File: src/rtl/sdram_wr_pkg.sv
`default_nettype none
// ============================================================================
// Module   : sdram_wr_pkg
// Purpose  : Shared definitions for the SDRAM write-burst block: the 3-bit
//            state encoding, the default burst length and a helper that
//            sizes the beat counters.
// Ports    : none (package)
// Revision : 1.0 - initial release
// ============================================================================
package sdram_wr_pkg;

  localparam int BURST_LEN_DEF = 8;

  typedef enum logic [2:0] {
    S_IDLE = 3'd0,
    S_FILL = 3'd1,
    S_ADDR = 3'd2,
    S_DATA = 3'd3,
    S_DONE = 3'd4
  } state_t;

  // One bit wider than the index so a counter can reach BURST_LEN
  // without wrapping.
  function automatic int cnt_width(input int burst_len);
    return $clog2(burst_len) + 1;
  endfunction

endpackage
`default_nettype wire

File: src/rtl/wr_burst_buf.sv
`default_nettype none
// ============================================================================
// Module   : wr_burst_buf
// Purpose  : DEPTH x DATAWIDTH register file holding one write burst.
//            Synchronous write, combinational read, no reset (contents are
//            always written before they are read).
// Ports    : clk     - clock, rising edge
//            i_we    - write enable
//            i_waddr - write index
//            i_wdata - write data
//            i_raddr - read index
//            o_rdata - read data (combinational)
// Revision : 1.0 - initial release
// ============================================================================
module wr_burst_buf
  import sdram_wr_pkg::*;
#(
  parameter int DEPTH     = BURST_LEN_DEF,
  parameter int DATAWIDTH = 16,
  parameter int AW        = $clog2(BURST_LEN_DEF)
) (
  input  logic                 clk,
  input  logic                 i_we,
  input  logic [AW-1:0]        i_waddr,
  input  logic [DATAWIDTH-1:0] i_wdata,
  input  logic [AW-1:0]        i_raddr,
  output logic [DATAWIDTH-1:0] o_rdata
);

  logic [DATAWIDTH-1:0] r_mem [DEPTH];

  always_ff @(posedge clk) begin
    if (i_we) begin
      r_mem[i_waddr] <= i_wdata;
    end
  end

  assign o_rdata = r_mem[i_raddr];

endmodule
`default_nettype wire

File: src/rtl/sdram_wr_burst.sv
`default_nettype none
// ============================================================================
// Module   : sdram_wr_burst
// Purpose  : Collects BURST_LEN words from an upstream valid/ready stream,
//            then issues one address and BURST_LEN data beats to an SDRAM
//            controller, pulsing done once the last beat is accepted.
// Macro    : SDRAM_WR_ADDR_WORD_EN - when defined, the byte start address is
//            converted to a 16-bit word address (shifted right by one);
//            when undefined the start address is passed through unchanged.
// Ports    : sdram_clk     - clock, rising edge
//            rst_n         - asynchronous active-low reset
//            wr_start      - one-cycle burst request (IDLE only)
//            wr_start_addr - byte start address, latched on wr_start
//            in_data/in_valid/in_ready - upstream payload stream
//            wr_addr/wr_avalid/wr_aready - address channel to controller
//            wr_data/wr_valid/wr_ready   - data channel to controller
//            busy          - state is not IDLE
//            done          - one-cycle pulse after the final data beat
// Revision : 1.0 - initial release
// ============================================================================
module sdram_wr_burst
  import sdram_wr_pkg::*;
#(
  parameter int BURST_LEN = BURST_LEN_DEF,
  parameter int DATAWIDTH = 16
) (
  input  logic                 sdram_clk,
  input  logic                 rst_n,
  input  logic                 wr_start,
  input  logic [23:0]          wr_start_addr,
  input  logic [DATAWIDTH-1:0] in_data,
  input  logic                 in_valid,
  output logic                 in_ready,
  output logic [23:0]          wr_addr,
  output logic                 wr_avalid,
  input  logic                 wr_aready,
  output logic [DATAWIDTH-1:0] wr_data,
  output logic                 wr_valid,
  input  logic                 wr_ready,
  output logic                 busy,
  output logic                 done
);

  localparam int CW = cnt_width(BURST_LEN);
  localparam int AW = $clog2(BURST_LEN);
  localparam logic [CW-1:0] C_LAST = CW'(BURST_LEN - 1);

  state_t               r_state;
  state_t               w_state_nxt;
  logic [CW-1:0]        r_fill_cnt;
  logic [CW-1:0]        r_drain_cnt;
  logic [23:0]          r_addr;
  logic [23:0]          w_addr_in;
  logic                 w_fill_beat;
  logic                 w_drain_beat;
  logic [DATAWIDTH-1:0] w_buf_rdata;

`ifdef SDRAM_WR_ADDR_WORD_EN
  // The byte-lane bit is dropped by the word conversion.
  logic w_unused_addr_lsb;
  assign w_unused_addr_lsb = wr_start_addr[0];
  assign w_addr_in         = {1'b0, wr_start_addr[23:1]};
`else
  assign w_addr_in = wr_start_addr;
`endif

  assign w_fill_beat  = in_valid && in_ready;
  assign w_drain_beat = wr_valid && wr_ready;

  // State register
  always_ff @(posedge sdram_clk or negedge rst_n) begin
    if (!rst_n) begin
      r_state <= S_IDLE;
    end else begin
      r_state <= w_state_nxt;
    end
  end

  // Next state and Moore outputs
  always_comb begin
    w_state_nxt = r_state;
    in_ready    = 1'b0;
    wr_avalid   = 1'b0;
    wr_valid    = 1'b0;
    done        = 1'b0;
    busy        = 1'b1;
    case (r_state)
      S_IDLE: begin
        busy = 1'b0;
        if (wr_start) w_state_nxt = S_FILL;
      end
      S_FILL: begin
        in_ready = 1'b1;
        if (in_valid && (r_fill_cnt == C_LAST)) w_state_nxt = S_ADDR;
      end
      S_ADDR: begin
        wr_avalid = 1'b1;
        if (wr_aready) w_state_nxt = S_DATA;
      end
      S_DATA: begin
        wr_valid = 1'b1;
        if (wr_ready && (r_drain_cnt == C_LAST)) w_state_nxt = S_DONE;
      end
      S_DONE: begin
        done        = 1'b1;
        w_state_nxt = S_IDLE;
      end
      default: begin
        w_state_nxt = S_IDLE;
      end
    endcase
  end

  // Beat counters; cleared in DONE so the next burst starts at index 0.
  always_ff @(posedge sdram_clk or negedge rst_n) begin
    if (!rst_n) begin
      r_fill_cnt  <= '0;
      r_drain_cnt <= '0;
    end else if (r_state == S_DONE) begin
      r_fill_cnt  <= '0;
      r_drain_cnt <= '0;
    end else begin
      if (w_fill_beat)  r_fill_cnt  <= r_fill_cnt + CW'(1);
      if (w_drain_beat) r_drain_cnt <= r_drain_cnt + CW'(1);
    end
  end

  // Address is captured only on an accepted start, so it stays put for the
  // whole burst including the address handshake.
  always_ff @(posedge sdram_clk or negedge rst_n) begin
    if (!rst_n) begin
      r_addr <= '0;
    end else if ((r_state == S_IDLE) && wr_start) begin
      r_addr <= w_addr_in;
    end
  end

  assign wr_addr = r_addr;

  wr_burst_buf #(
    .DEPTH     (BURST_LEN),
    .DATAWIDTH (DATAWIDTH),
    .AW        (AW)
  ) u_buf (
    .clk     (sdram_clk),
    .i_we    (w_fill_beat),
    .i_waddr (r_fill_cnt[AW-1:0]),
    .i_wdata (in_data),
    .i_raddr (r_drain_cnt[AW-1:0]),
    .o_rdata (w_buf_rdata)
  );

  // The buffer has no reset, so the data bus is forced to zero outside DATA.
  assign wr_data = wr_valid ? w_buf_rdata : '0;

endmodule
`default_nettype wire

File: config.mk
export PLATFORM = sky130hd
export DESIGN_NAME = sdram_wr_burst
export DESIGN_NICKNAME = d
export VERILOG_FILES = /design/src/rtl/sdram_wr_pkg.sv /design/src/rtl/wr_burst_buf.sv /design/src/rtl/sdram_wr_burst.sv
export SDC_FILE = /design/constraint.sdc
export NUM_CORES = 1
export LEC_CHECK = 0
export CAP_MARGIN = 10
export CELL_PAD_IN_SITES_DETAIL_PLACEMENT = 0
export CELL_PAD_IN_SITES_GLOBAL_PLACEMENT = 1
export CORE_MARGIN = 4
export CORE_UTILIZATION = 28
export CTS_BUF_LIST = sky130_fd_sc_hd__clkbuf_8
export CTS_CLUSTER_DIAMETER = 40
export DETAILED_ROUTE_END_ITERATION = 8
export PLACE_DENSITY_LB_ADDON = 0.1
export SETUP_SLACK_MARGIN = 0.15
export SYNTH_ARGS = -nofsm -noshare
export SYNTH_HDL_FRONTEND = slang
export SYNTH_SLANG_ARGS = --single-unit
File: constraint.sdc
create_clock -name sdram_clk -period 3.46 [get_ports sdram_clk]
set_input_delay 0.692 -clock sdram_clk [delete_from_list [all_inputs] [get_ports sdram_clk]]
set_output_delay 0.692 -clock sdram_clk [all_outputs]
set_load 0.03 [all_outputs]
Yosys cells after proc, flatten, opt, wreduce, memory -nomap -nowiden:

Memory sizes are Yosys's and may differ from the RTL's.
Cells that the tools add are included.

* flip-flop bits (word level): 35
* word-level logic and storage cells: 43
* output and inout bits: 45
* RAM bits: 128
* memories: 1
* input port bits: 46

Memories
* u_buf.r_mem: words 8, width 16, rd ports 1, clocked after Yosys merged registers in 0, wr ports 1, line wr_burst_buf.sv:30 `logic [DATAWIDTH-1:0] r_mem [DEPTH];`

* add/sub/neg operators: 2
* equal/unequal tests: 10
* multiplexer cells: 17
* reductions and logical operators: 9

Operators by type and width (count)
* 16-bit two-way mux: 1
* 4-bit two-way mux: 4
* 3-bit two-way mux: 4
* 3-bit one-hot mux with 4 select lines: 1
* 4-bit by 1-bit adder with 4-bit output, second input constant: 2
* 4-bit by 3-bit == test with 1-bit output, second input constant: 2
* 2-bit != test, second input constant: 4
* 1-bit two-way mux: 7
* 3-bit by 2-bit == test with 1-bit output, second input constant: 2
* 1-bit logical AND: 5
* 4-bit AND reduction: 1
* 2-bit nonzero test: 2
* 3-bit by 1-bit == test with 1-bit output, second input constant: 1
* 3-bit == test, second input constant: 1
* 3-bit logical NOT: 1

Logic depth before layout (Yosys ltp):

Gate-level depths: netlist of the first run.

* depth after elaboration: 5
* mapped depth: 5

By module:

From an unflattened synthesis of the first run, not the netlist that was laid out.

* cell total of the unflattened synthesis: 330
* area, all modules: 6690.2 um^2

Modules (own cells, without submodules)
* wr_burst_buf: times used 1, cells each 198, area an instance 4973.5 um^2
* sdram_wr_burst: times used 1, cells each 132, area an instance 1716.6 um^2

Worst setup path after synthesis of the first run:

OpenSTA, ideal clock, no wires.

* kind: input -> register
* start: input in_valid
* end: memory u_buf.r_mem[0][0], enable pin
* cell stages on the path: 3
* arrival: 2226 ps
* required time: 3051 ps
* setup slack: 825 ps
* cells stage by stage: and4bb_2 nand2b_1 nor3_1

* word-level cells in the longest chain between the ends: 3

Ends and longest elaborated chain
* start, declared: line sdram_wr_burst.sv:32 `input logic in_valid,`
* 1-bit logical AND: line sdram_wr_burst.sv:67 `assign w_fill_beat = in_valid && in_ready;`
* 1-bit two-way mux: line wr_burst_buf.sv:33 `if (i_we) begin`
* 1-bit two-way mux (not written as such): line wr_burst_buf.sv:34 `r_mem[i_waddr] <= i_wdata;`
* end, declared: line wr_burst_buf.sv:30

Every way passes these cells.

Final worst setup path of the first run:

* start: register r_state[0]
* end: output done

* word-level cells in the longest chain between the ends: 2

Ends and longest elaborated chain
* start, declared: line sdram_wr_burst.sv:48 `state_t r_state;`
* start signal, assigned: line sdram_wr_burst.sv:75 `r_state <= w_state_nxt;`
* 3-bit == test: line sdram_wr_burst.sv:87 `case (r_state)`
* 1-bit two-way mux: line sdram_wr_burst.sv:87
* end, declared: line sdram_wr_burst.sv:41 `output logic done`

Every way passes these cells.

==> results of run 1 <==
==> state kept, by name, indices dropped and copies added, names as in the netlist <==
| name | flops |
|---|---|
| r_drain_cnt | 4 |
| wr_addr | 24 |
| r_fill_cnt | 4 |
| u_buf.r_mem | 128 |
| r_state | 3 |
==> placed cells by master (no fill, tap or decap), types with 2 or more instances in the layout <==
cell type,synthesis,final
sky130_fd_sc_hd__nand2b_1,5,5
sky130_fd_sc_hd__inv_6,0,3
sky130_fd_sc_hd__mux2_4,20,20
sky130_fd_sc_hd__mux2i_1,4,4
sky130_fd_sc_hd__edfxtp_1,128,128
sky130_fd_sc_hd__inv_1,6,6
sky130_fd_sc_hd__ha_1,2,2
sky130_fd_sc_hd__mux2_2,4,4
sky130_fd_sc_hd__mux4_2,32,32
sky130_fd_sc_hd__bufinv_16,0,2
sky130_fd_sc_hd__clkinv_2,0,3
sky130_fd_sc_hd__buf_12,2,11
sky130_fd_sc_hd__nand2_1,6,6
sky130_fd_sc_hd__o21ai_0,2,2
sky130_fd_sc_hd__clkinvlp_4,0,3
sky130_fd_sc_hd__nor2_1,12,12
sky130_fd_sc_hd__clkbuf_8,0,17
sky130_fd_sc_hd__buf_4,3,21
sky130_fd_sc_hd__dfrtp_1,35,34
sky130_fd_sc_hd__nor3_2,0,2
sky130_fd_sc_hd__a22o_1,16,16
sky130_fd_sc_hd__o31ai_1,2,2
sky130_fd_sc_hd__clkdlybuf4s50_1,0,74
sky130_fd_sc_hd__clkinv_4,0,2
sky130_fd_sc_hd__nand4b_1,2,2
sky130_fd_sc_hd__a21oi_1,4,4
==> final cells by class <==
type / instances / area [um^2] / share of cell area, %
Multi-Input combinational cell: 128 / 1590 / 19.4
Antenna cell: 1 / 2.50 / 0.0305
Clock buffer: 17 / 234 / 2.85
Tap cell: 285 / 357 / 4.35
Clock inverter: 14 / 153 / 1.86
Sequential cell: 163 / 4720 / 57.6
Inverter: 6 / 22.5 / 0.275
Timing Repair Buffer: 106 / 1120 / 13.6
==> logic make-up after synthesis <==
| logic type | after synthesis | share of synthesized area (%) |
|---|---|---|
| buffers and inverters | 22 | 2.38 |
| flip-flops | 163 | 73.1 |
| AND/OR/NAND/NOR | 39 | 3.68 |
| XOR/XNOR | 1 | 0.136 |
| AO/OA/AOI/OAI | 26 | 3.12 |
| adder cells (fa/ha/maj) | 2 | 0.388 |
| multiplexers | 60 | 17.1 |
==> final timing paths <==
check | startpoint | to | slack, ns | depth (start not counted)
min reg2reg | r_drain_cnt[3]$_DFFE_PN0P_ | r_drain_cnt[3]$_DFFE_PN0P_ | 0.48 | 1
min | r_drain_cnt[3]$_DFFE_PN0P_ | r_drain_cnt[3]$_DFFE_PN0P_ | 0.48 | 1
max reg2reg | r_state[0]$_DFFE_PN0P_ | wr_addr[20]$_DFFE_PN0P_ | 1.54 | 3
max in group asynchronous | rst_n | r_drain_cnt[0]$_DFFE_PN0P_ | 2.45 | 2
min in group asynchronous | rst_n | wr_addr[5]$_DFFE_PN0P_ | 0.66 | 2
max | r_state[0]$_DFFE_PN0P_ | done | 0.39 | 3
==> per-layer routing <==
metal	track usage, %	vias up	routed length [um]	share of wire [%]
li1	-	1477	-	-
met1	15.5	1722	6430	45
met2	18.7	66	7220	50
met3	4.00	6	661	4.6
met4	3.40	0	118	0.82
met5	0	-	0	0
==> per-stage QoR <==
stage,cell area [um^2],total power [W],hold WS [ns]
2_1_floorplan,6450,0.00451,0.396
3_3_place_gp,7810,0.00567,0.480
3_5_place_dp,7810,0.00569,0.474
4_1_cts,8190,0.00708,0.485
5_1_grt,8190,0.00734,0.524
6_report,8200,0.00695,0.485
==> power breakdown <==
| part | internal, W | total (W) | leakage, nW | switching, W |
|---|---|---|---|---|
| Combinational | 0.00140 | 0.00286 | 1.09 | 0.00146 |
| Sequential | 0.00251 | 0.00272 | 1.59 | 0.000207 |
| Clock | 0.000646 | 0.00137 | 0.191 | 0.000726 |
| Total | 0.00456 | 0.00695 | 2.87 | 0.00239 |
==> critical path, cell delays in order (launching register included) <==
cell and delay, ns:
sky130_fd_sc_hd__dfrtp_1 0.47, sky130_fd_sc_hd__or3b_2 0.53, sky130_fd_sc_hd__inv_1 0.21, sky130_fd_sc_hd__clkdlybuf4s50_1 0.72
==> flow_results.xml, run 1 <==
<?xml version="1.0" encoding="UTF-8"?>
<metrics>
  <group name="global_routing">
    <metric name="first_global_vias" unit="">3643</metric>
    <metric name="grt_overflow_total" unit="">0</metric>
    <metric name="antenna_found_initial" unit="">0</metric>
    <metric name="grtUsageTotal" unit="%">11.8</metric>
    <metric name="grt_first_pass_wirelength" unit="um">22500</metric>
    <metric name="grt_max_degree" unit="">36</metric>
  </group>
  <group name="clock_tree">
    <metric name="cts_bufs_inserted" unit="">17</metric>
    <metric name="ctsHoldBuffers" unit="">0</metric>
    <metric name="cts-resized-gates" unit="">0</metric>
    <metric name="clock_insertion_delay_worst_skew" unit="ns">0.44</metric>
    <metric name="cts-root-buf" unit="">sky130_fd_sc_hd__clkbuf_8</metric>
    <metric name="tritoncts_clock_tree" unit="">done</metric>
    <metric name="numClockSinks" unit="">163</metric>
    <metric name="cts_buffer_depth" unit="">2</metric>
    <metric name="clk_transition_reported_paths" unit="ns">0.09</metric>
    <metric name="ctsHtreeMaxLevel" unit="">4</metric>
    <metric name="post-cts-setup-buffers" unit="">0</metric>
  </group>
  <group name="synthesis">
    <metric name="yosysWarningCount" unit="">0</metric>
    <metric name="synth-seq-cells" unit="">163</metric>
    <metric name="syn-cell-area" unit="um^2">6450</metric>
    <metric name="ys.flop_type" unit="">sky130_fd_sc_hd__edfxtp_1</metric>
    <metric name="yosys.area.top_type_share" unit="%">59.6</metric>
    <metric name="yosysTopAreaCell" unit="">sky130_fd_sc_hd__edfxtp_1</metric>
    <metric name="synthMostInstantiatedCell" unit="">sky130_fd_sc_hd__edfxtp_1</metric>
    <metric name="synthTopCellsByCount" unit="">sky130_fd_sc_hd__edfxtp_1, sky130_fd_sc_hd__dfrtp_1, sky130_fd_sc_hd__mux4_2, sky130_fd_sc_hd__mux2_4, sky130_fd_sc_hd__a22o_1</metric>
    <metric name="syn_nets" unit="">361</metric>
    <metric name="proportion_of_register_bits_with_asynchronous_set_or_reset_after_synthesis" unit="%">21.5</metric>
    <metric name="synth_edf_count" unit="">128</metric>
    <metric name="synth_sequential_area_ratio" unit="%">73.1</metric>
    <metric name="postSynthCellCount" unit="">313</metric>
    <metric name="synth_area_per_cell" unit="um^2">20.6</metric>
    <metric name="ys_top_cells_by_area" unit="">sky130_fd_sc_hd__edfxtp_1, sky130_fd_sc_hd__dfrtp_1, sky130_fd_sc_hd__mux4_2</metric>
    <metric name="netlist-cell-type-count" unit="">38</metric>
  </group>
  <group name="timing">
    <metric name="setup-tns-final" unit="ns">0</metric>
    <metric name="maxSlewViolCount" unit="">0</metric>
    <metric name="rsz0062_at_grt" unit="">no</metric>
    <metric name="period_minus_slack" unit="ns">3.07</metric>
    <metric name="max_slew.worst_pin.slew" unit="ns">0.571</metric>
    <metric name="slew-limit-headroom" unit="%">61.9</metric>
    <metric name="report.final.setup_viol" unit="">0</metric>
    <metric name="achievable_frequency" unit="MHz">326</metric>
    <metric name="report.final.hold_viol_count" unit="">0</metric>
    <metric name="layout_worst_path_cycle_share" unit="%">88.6</metric>
    <metric name="worst_clk_skew" unit="ns">0.0155</metric>
    <metric name="layout_setup_ws" unit="ns">0.393</metric>
  </group>
  <group name="power_and_ir_drop">
    <metric name="worst_vdd_drop" unit="mV">0.528</metric>
    <metric name="cellPowerDensity" unit="nW/um^2">848</metric>
    <metric name="cellLeakagePower" unit="nW">2.87</metric>
  </group>
  <group name="worst_setup_path">
    <metric name="criticalPathCategory" unit="">flop to primary output</metric>
    <metric name="worstPathMaxFanout" unit="">9</metric>
    <metric name="critPathArrivalTime" unit="ns">2.38</metric>
    <metric name="worst-endpoint-required" unit="ns">2.77</metric>
    <metric name="endpoint_kind" unit="">primary output</metric>
    <metric name="setup.worst_path.start_class" unit="">flop</metric>
  </group>
  <group name="routing">
    <metric name="routed-via-count" unit="">3271</metric>
    <metric name="number_of_vias_per_cell_after_detailed_routing" unit="">4.54</metric>
    <metric name="dr.first_iter.drc_count" unit="">199</metric>
    <metric name="drt-total-wl" unit="um">14400</metric>
    <metric name="drt.antenna.violating_nets" unit="">0</metric>
    <metric name="drc" unit="">0</metric>
    <metric name="first_pass_iters" unit="">4</metric>
    <metric name="routed_wire_length_per_instance" unit="um">20.0</metric>
  </group>
  <group name="final_layout">
    <metric name="syn_to_final_growth" unit="%">27.0</metric>
    <metric name="final_std_cells_w_o_fill" unit="">720</metric>
    <metric name="fillers" unit="">2107</metric>
    <metric name="final_layout_size_suffix_gt1_share" unit="%">29.0</metric>
    <metric name="nets" unit="">470</metric>
    <metric name="final_core_util" unit="%">36.2</metric>
  </group>
  <group name="floorplan">
    <metric name="die_w" unit="um">160</metric>
    <metric name="start_util" unit="%">28.5</metric>
    <metric name="std_cell_rows" unit="">55</metric>
    <metric name="io-pin-count" unit="">91</metric>
    <metric name="die_area" unit="um^2">25500</metric>
    <metric name="core_region_area" unit="um^2">22600</metric>
    <metric name="die_h" unit="um">160</metric>
  </group>
  <group name="hold_path">
    <metric name="min-delay-path-class" unit="">flop to flop</metric>
  </group>
  <group name="place">
    <metric name="buffer_ports.inserted" unit="">90</metric>
    <metric name="globalplace.congestion" unit="">0.716</metric>
    <metric name="dp_cells" unit="">688</metric>
    <metric name="dp_worst_setup_slack" unit="ns">0.862</metric>
    <metric name="detailed_place_hpwl" unit="um">8980</metric>
  </group>
  <group name="job">
    <metric name="timing.max_cap.violations" unit="">0</metric>
  </group>
  <group name="run_status">
    <metric name="run_status" unit="">finished, final reports clean</metric>
  </group>
</metrics>
(Power assumes the default switching activity.)
==> run 2, diff against run 1 <==
--- a/config.mk
+++ b/config.mk
@@ -8,7 +8,7 @@
 export CAP_MARGIN = 10
 export CELL_PAD_IN_SITES_DETAIL_PLACEMENT = 0
 export CELL_PAD_IN_SITES_GLOBAL_PLACEMENT = 1
-export CORE_MARGIN = 4
+export CORE_MARGIN = 1
 export CORE_UTILIZATION = 28
 export CTS_BUF_LIST = sky130_fd_sc_hd__clkbuf_8
 export CTS_CLUSTER_DIAMETER = 40
==> constraint.sdc (replaced) <==
create_clock -name sdram_clk -period 3.46 [get_ports sdram_clk]
set_input_delay 0.692 -clock sdram_clk [delete_from_list [all_inputs] [get_ports sdram_clk]]
set_output_delay 0.692 -clock sdram_clk [all_outputs]
set_load 0.1 [all_outputs]
==> run 2 against run 1 <==
Count of clock-buffer cells in the layout stayed put; sequential cell count unchanged; register-to-register slack is essentially flat; largest cell class unchanged; first-iteration DRC count is 6.0% lower; non-clock buffer count up 5; final area is 1.3% higher; critical path depth rose by 1; worst setup slack better by 0.12 ns; via count is 0.34% higher; hold slack got worse by 0.0079 ns; cell count increased by 0.69%; critical endpoint is now wr_data[2]; clock skew rose by 0.0012 ns; highest routed layer unchanged.
==> flow_results.xml, run 2 (synthesis gave the netlist of run 1 again) <==
<?xml version="1.0" encoding="UTF-8"?>
<metrics>
  <group name="run_status">
    <metric name="run_status" unit="">finished, final reports clean</metric>
  </group>
  <group name="final_layout">
    <metric name="number_of_flip_flops_under_the_largest_register_name" unit="">128</metric>
    <metric name="antennaDiodeCount" unit="">0</metric>
    <metric name="syn_to_final_growth" unit="%">28.6</metric>
    <metric name="leading_cell_types_in_the_layout_fill_and_taps_excluded" unit="">sky130_fd_sc_hd__edfxtp_1, sky130_fd_sc_hd__clkdlybuf4s50_1, sky130_fd_sc_hd__dfrtp_1</metric>
    <metric name="nets" unit="">475</metric>
    <metric name="final_std_cells_w_o_fill" unit="">725</metric>
    <metric name="fillers" unit="">2084</metric>
    <metric name="most_frequent_standard_cell_in_the_layout_excluding_fill_and_tap_cells" unit="">sky130_fd_sc_hd__edfxtp_1</metric>
    <metric name="top_register" unit="">u_buf.r_mem</metric>
    <metric name="final_layout_size_suffix_gt1_share" unit="%">30.7</metric>
  </group>
  <group name="global_routing">
    <metric name="first_global_vias" unit="">3449</metric>
    <metric name="grt_first_pass_wirelength" unit="um">21200</metric>
    <metric name="antenna_found_initial" unit="">0</metric>
    <metric name="grtUsageTotal" unit="%">12.5</metric>
    <metric name="grt_overflow_total" unit="">0</metric>
    <metric name="grt_max_degree" unit="">36</metric>
  </group>
  <group name="worst_setup_path">
    <metric name="ff2ff_path_depth" unit="">3</metric>
    <metric name="path_cells" unit="">buf_4, mux4_2, a22o_1, buf_12</metric>
    <metric name="setup.reg_to_reg.worst_slack" unit="ns">1.53</metric>
    <metric name="criticalPathCategory" unit="">flop to primary output</metric>
    <metric name="worstPathMaxFanout" unit="">23</metric>
    <metric name="crit_path_top_delay_cell" unit="">sky130_fd_sc_hd__mux4_2</metric>
    <metric name="endpoint_kind" unit="">primary output</metric>
    <metric name="ff_to_ff_start" unit="">r_state[0]$_DFFE_PN0P_</metric>
    <metric name="delay_heaviest_family_cp" unit="">buffers and inverters</metric>
    <metric name="setup.worst_path.start_class" unit="">flop</metric>
    <metric name="critPathArrivalTime" unit="ns">2.26</metric>
    <metric name="worst_r2r_endpoint" unit="">wr_addr[23]$_DFFE_PN0P_</metric>
    <metric name="critPathMaxStageDelay" unit="ns">0.57</metric>
    <metric name="worst-path-stages" unit="">4</metric>
    <metric name="crit_buf_inv" unit="">2</metric>
    <metric name="worst-endpoint-required" unit="ns">2.77</metric>
  </group>
  <group name="place">
    <metric name="globalplace.congestion" unit="">0.657</metric>
    <metric name="dp_cells" unit="">693</metric>
    <metric name="buffer_ports.inserted" unit="">90</metric>
    <metric name="detailed_place_hpwl" unit="um">8740</metric>
    <metric name="dp_worst_setup_slack" unit="ns">0.937</metric>
  </group>
  <group name="routing">
    <metric name="first_pass_iters" unit="">4</metric>
    <metric name="dr.first_iter.drc_count" unit="">187</metric>
    <metric name="number_of_vias_per_cell_after_detailed_routing" unit="">4.53</metric>
    <metric name="drc" unit="">0</metric>
    <metric name="drt-total-wl" unit="um">14000</metric>
    <metric name="drt.antenna.violating_nets" unit="">0</metric>
    <metric name="routed-via-count" unit="">3282</metric>
    <metric name="routed_wire_length_per_instance" unit="um">19.3</metric>
  </group>
  <group name="floorplan">
    <metric name="std_cell_rows" unit="">55</metric>
    <metric name="die_w" unit="um">154</metric>
    <metric name="io-pin-count" unit="">91</metric>
    <metric name="core_region_area" unit="um^2">22600</metric>
    <metric name="die_h" unit="um">154</metric>
    <metric name="start_util" unit="%">28.5</metric>
    <metric name="die_area" unit="um^2">23700</metric>
  </group>
  <group name="timing">
    <metric name="setup-tns-final" unit="ns">0</metric>
    <metric name="maxSlewViolCount" unit="">0</metric>
    <metric name="worst_clk_skew" unit="ns">0.0167</metric>
    <metric name="slew-limit-headroom" unit="%">33.7</metric>
    <metric name="report.final.setup_viol" unit="">0</metric>
    <metric name="layout_setup_ws" unit="ns">0.511</metric>
    <metric name="layout_worst_path_cycle_share" unit="%">85.2</metric>
    <metric name="period_minus_slack" unit="ns">2.95</metric>
    <metric name="achievable_frequency" unit="MHz">339</metric>
    <metric name="report.final.hold_viol_count" unit="">0</metric>
    <metric name="max_slew.worst_pin.slew" unit="ns">0.992</metric>
    <metric name="rsz0062_at_grt" unit="">no</metric>
  </group>
  <group name="clock_tree">
    <metric name="ctsHoldBuffers" unit="">0</metric>
    <metric name="numClockSinks" unit="">163</metric>
    <metric name="cts_buffer_depth" unit="">2</metric>
    <metric name="ctsHtreeMaxLevel" unit="">4</metric>
    <metric name="tritoncts_clock_tree" unit="">done</metric>
    <metric name="clk_transition_reported_paths" unit="ns">0.08</metric>
    <metric name="cts-root-buf" unit="">sky130_fd_sc_hd__clkbuf_8</metric>
    <metric name="cts_bufs_inserted" unit="">17</metric>
    <metric name="post-cts-setup-buffers" unit="">0</metric>
    <metric name="cts-resized-gates" unit="">0</metric>
    <metric name="clock_insertion_delay_worst_skew" unit="ns">0.45</metric>
  </group>
  <group name="job">
    <metric name="timing.max_cap.violations" unit="">0</metric>
  </group>
  <group name="hold_path">
    <metric name="min-delay-path-class" unit="">flop to flop</metric>
    <metric name="timing.hold.worst_path_depth" unit="">1</metric>
    <metric name="hold_path_end" unit="">r_fill_cnt[3]$_DFFE_PN0P_</metric>
    <metric name="holdCritStartpoint" unit="">r_fill_cnt[3]$_DFFE_PN0P_</metric>
  </group>
</metrics>
run 2: changes by cell type in the layout (fill, tap and decap cells not counted), moves of 2 or more:
cell | before | now
sky130_fd_sc_hd__clkinv_2 | 3 | 1
sky130_fd_sc_hd__buf_12 | 11 | 16
sky130_fd_sc_hd__clkdlybuf4s50_1 | 74 | 68
sky130_fd_sc_hd__inv_6 | 3 | 1
sky130_fd_sc_hd__buf_4 | 21 | 27
sky130_fd_sc_hd__inv_1 | 6 | 9
run 2: area by class of cell:
cell class	count	area (um^2)	share of cell area, %
Sequential cell	163	4720	56.9
Clock inverter	15	168	2.02
Timing Repair Buffer	111	1200	14.5
Clock buffer	17	234	2.82
Multi-Input combinational cell	128	1590	19.2
Inverter	6	22.5	0.271
Tap cell	285	357	4.30
run 2: layer usage:
metal,part of all wire [%],vias up,wire (um),global-route usage (%)
li1,-,1488,-,-
met1,46,1725,6500,16.5
met2,50,57,6950,20.1
met3,2.7,12,379,2.93
met4,1.2,0,174,4.67
met5,0,-,0,0
run 2: how the worst max path moves through the flow:
stage,slack [ns],end,from
after CTS,0.44,wr_data[4],r_drain_cnt[0]$_DFFE_PN0P_
after floorplan,0.77,wr_data[10],r_state[2]$_DFFE_PN0P_
after global routing,0.38,wr_data[4],r_drain_cnt[0]$_DFFE_PN0P_
after global placement,0.93,wr_data[4],r_drain_cnt[0]$_DFFE_PN0P_
after detailed placement,0.94,wr_data[4],r_drain_cnt[0]$_DFFE_PN0P_
final,0.51,wr_data[2],r_drain_cnt[0]$_DFFE_PN0P_
run 2: per-stage QoR:
| stage | util (%) | hold WS, ns | cell area (um^2) |
|---|---|---|---|
| floorplan | - | 0.396 | 6460 |
| global placement | 34.9 | 0.470 | 7900 |
| detailed placement | 34.9 | 0.459 | 7900 |
| CTS | 36.7 | 0.478 | 8300 |
| global route | 36.7 | 0.497 | 8300 |
| finish | 36.7 | 0.477 | 8300 |
Power of run 2 is not shown: default switching activity piles up to over one toggle a cycle in this logic, so the estimate is an artifact.
==> run 3, diff against run 2 <==
--- a/config.mk
+++ b/config.mk
@@ -8,9 +8,8 @@
 export CAP_MARGIN = 10
 export CELL_PAD_IN_SITES_DETAIL_PLACEMENT = 0
 export CELL_PAD_IN_SITES_GLOBAL_PLACEMENT = 1
-export CORE_MARGIN = 1
+export CORE_MARGIN = 5
 export CORE_UTILIZATION = 28
-export CTS_BUF_LIST = sky130_fd_sc_hd__clkbuf_8
 export CTS_CLUSTER_DIAMETER = 40
 export DETAILED_ROUTE_END_ITERATION = 8
 export PLACE_DENSITY_LB_ADDON = 0.1
==> run 3 against run 2 <==
Via count is 0.15% lower; critical endpoint is now wr_data[4]; register-to-register slack about the same; clock skew fell by 0.0043 ns; count of clock-buffer cells in the layout unchanged; worst setup slack got worse by 0.072 ns.
==> flow_results.xml, run 3 (synthesis gave the netlist of run 1 again) <==
<?xml version="1.0" encoding="UTF-8"?>
<metrics>
  <group name="run_status">
    <metric name="run_status" unit="">finished, final reports clean</metric>
  </group>
  <group name="clock_tree">
    <metric name="ctsHoldBuffers" unit="">0</metric>
    <metric name="cts_bufs_inserted" unit="">17</metric>
    <metric name="cts-resized-gates" unit="">0</metric>
    <metric name="cts_buffer_depth" unit="">2</metric>
    <metric name="ctsHtreeMaxLevel" unit="">4</metric>
    <metric name="cts-root-buf" unit="">sky130_fd_sc_hd__clkbuf_16</metric>
    <metric name="numClockSinks" unit="">163</metric>
    <metric name="tritoncts_clock_tree" unit="">done</metric>
    <metric name="clock_insertion_delay_worst_skew" unit="ns">0.43</metric>
    <metric name="clk_transition_reported_paths" unit="ns">0.07</metric>
    <metric name="post-cts-setup-buffers" unit="">0</metric>
  </group>
  <group name="global_routing">
    <metric name="global_route.usage.met1" unit="%">15.1</metric>
    <metric name="grt_max_degree" unit="">36</metric>
    <metric name="grt_overflow_total" unit="">0</metric>
    <metric name="first_global_vias" unit="">3650</metric>
    <metric name="met2_usage" unit="%">18.7</metric>
    <metric name="global_route.usage.met3" unit="%">3.10</metric>
    <metric name="grt_first_pass_wirelength" unit="um">22300</metric>
    <metric name="grtUsageTotal" unit="%">11.5</metric>
    <metric name="grt-busiest-layer" unit="">met2</metric>
    <metric name="antenna_found_initial" unit="">0</metric>
  </group>
  <group name="routing">
    <metric name="routed-via-count" unit="">3277</metric>
    <metric name="drt-total-wl" unit="um">14400</metric>
    <metric name="first_pass_iters" unit="">4</metric>
    <metric name="routed_wire_length_per_instance" unit="um">19.8</metric>
    <metric name="drc" unit="">0</metric>
    <metric name="dr.first_iter.drc_count" unit="">99</metric>
    <metric name="drt.antenna.violating_nets" unit="">0</metric>
    <metric name="number_of_vias_per_cell_after_detailed_routing" unit="">4.52</metric>
  </group>
  <group name="timing">
    <metric name="setup-tns-final" unit="ns">0</metric>
    <metric name="period_minus_slack" unit="ns">3.02</metric>
    <metric name="whs" unit="ns">0.475</metric>
    <metric name="layout_setup_ws" unit="ns">0.439</metric>
    <metric name="report.final.setup_viol" unit="">0</metric>
    <metric name="worst_clk_skew" unit="ns">0.0124</metric>
    <metric name="max_slew.worst_pin.slew" unit="ns">1.00</metric>
    <metric name="achievable_frequency" unit="MHz">331</metric>
    <metric name="layout_worst_path_cycle_share" unit="%">87.3</metric>
    <metric name="rsz0062_at_grt" unit="">no</metric>
    <metric name="report.final.hold_viol_count" unit="">0</metric>
    <metric name="slew-limit-headroom" unit="%">33.1</metric>
    <metric name="maxSlewViolCount" unit="">0</metric>
  </group>
  <group name="hold_path">
    <metric name="holdCritStartpoint" unit="">r_fill_cnt[3]$_DFFE_PN0P_</metric>
    <metric name="timing.hold.worst_path_depth" unit="">1</metric>
    <metric name="min-delay-path-class" unit="">flop to flop</metric>
    <metric name="hold_path_end" unit="">r_fill_cnt[3]$_DFFE_PN0P_</metric>
  </group>
  <group name="worst_setup_path">
    <metric name="ff2ff_path_depth" unit="">3</metric>
    <metric name="path_cells" unit="">buf_4, mux4_2, a22o_1, buf_12</metric>
    <metric name="worst-endpoint-required" unit="ns">2.77</metric>
    <metric name="crit_path_top_delay_cell" unit="">sky130_fd_sc_hd__dfrtp_2</metric>
    <metric name="setup.worst_path.start_class" unit="">flop</metric>
    <metric name="worst_r2r_endpoint" unit="">wr_addr[20]$_DFFE_PN0P_</metric>
    <metric name="endpoint_kind" unit="">primary output</metric>
    <metric name="delay_heaviest_family_cp" unit="">flip-flops</metric>
    <metric name="setup.reg_to_reg.worst_slack" unit="ns">1.54</metric>
    <metric name="critPathArrivalTime" unit="ns">2.33</metric>
    <metric name="criticalPathCategory" unit="">flop to primary output</metric>
    <metric name="critPathLaunch" unit="">r_drain_cnt[0]$_DFFE_PN0P_</metric>
    <metric name="crit_buf_inv" unit="">2</metric>
    <metric name="critPathMaxStageDelay" unit="ns">0.64</metric>
    <metric name="ff_to_ff_start" unit="">r_state[0]$_DFFE_PN0P_</metric>
    <metric name="worstPathMaxFanout" unit="">13</metric>
  </group>
  <group name="final_layout">
    <metric name="nets" unit="">475</metric>
    <metric name="leading_cell_types_in_the_layout_fill_and_taps_excluded" unit="">sky130_fd_sc_hd__edfxtp_1, sky130_fd_sc_hd__clkdlybuf4s50_1, sky130_fd_sc_hd__dfrtp_1</metric>
    <metric name="number_of_flip_flops_under_the_largest_register_name" unit="">128</metric>
    <metric name="final_core_util" unit="%">37.5</metric>
    <metric name="antennaDiodeCount" unit="">0</metric>
    <metric name="most_frequent_standard_cell_in_the_layout_excluding_fill_and_tap_cells" unit="">sky130_fd_sc_hd__edfxtp_1</metric>
    <metric name="syn_to_final_growth" unit="%">31.6</metric>
    <metric name="final_layout_size_suffix_gt1_share" unit="%">32.3</metric>
    <metric name="top_register" unit="">u_buf.r_mem</metric>
    <metric name="fillers" unit="">2085</metric>
  </group>
  <group name="floorplan">
    <metric name="start_util" unit="%">28.5</metric>
    <metric name="std_cell_rows" unit="">55</metric>
    <metric name="die_h" unit="um">162</metric>
    <metric name="die_w" unit="um">162</metric>
    <metric name="io-pin-count" unit="">91</metric>
    <metric name="core_region_area" unit="um^2">22600</metric>
    <metric name="die_area" unit="um^2">26200</metric>
  </group>
  <group name="place">
    <metric name="dp_worst_setup_slack" unit="ns">0.832</metric>
    <metric name="globalplace.congestion" unit="">0.666</metric>
    <metric name="buffer_ports.inserted" unit="">90</metric>
    <metric name="detailed_place_hpwl" unit="um">9300</metric>
  </group>
  <group name="job">
    <metric name="timing.max_cap.violations" unit="">0</metric>
  </group>
</metrics>
==> run 3: cell types whose count changed in the layout (fill, tap and decap cells not counted), sizes merged <==
cell | before | now
clkinv | 5 | 3
bufinv | 3 | 1
clkdlybuf4s50 | 68 | 65
inv | 10 | 14
buf | 43 | 46
==> run 3: final cells by class <==
cell class                      count  area (um^2)  share of cell area [%]
Tap cell                          285          357                    4.20
Timing Repair Buffer              111         1210                    14.2
Inverter                            6         22.5                   0.265
Clock inverter                     15          166                    1.96
Sequential cell                   163         4720                    55.6
Clock buffer                       17          425                    5.01
Multi-Input combinational cell    128         1590                    18.8
==> run 3: routing by layer <==
metal / vias to the layer above / wire, um
li1: 1492 / -
met1: 1723 / 6500
met2: 49 / 7130
met3: 13 / 557
met4: 0 / 195
met5: - / 0
==> run 3: how the worst max path moves through the flow <==
| stage | to | slack [ns] | cells past startpoint |
|---|---|---|---|
| 3_5_place_dp | wr_data[4] | 0.83 | 4 |
| 4_1_cts | wr_data[4] | 0.37 | 4 |
| 2_1_floorplan | wr_data[10] | 0.77 | 5 |
| 3_3_place_gp | wr_data[3] | 0.84 | 4 |
| 5_1_grt | wr_data[4] | 0.28 | 4 |
| 6_report | wr_data[4] | 0.44 | 4 |
==> run 3: stage by stage <==
stage,cells,instance area [um^2]
after floorplan,313,6460
after global placement,693,7900
after detailed placement,693,7900
after CTS,725,8490
after global routing,725,8490
final,725,8490
Power of run 3 is left out for the same reason.
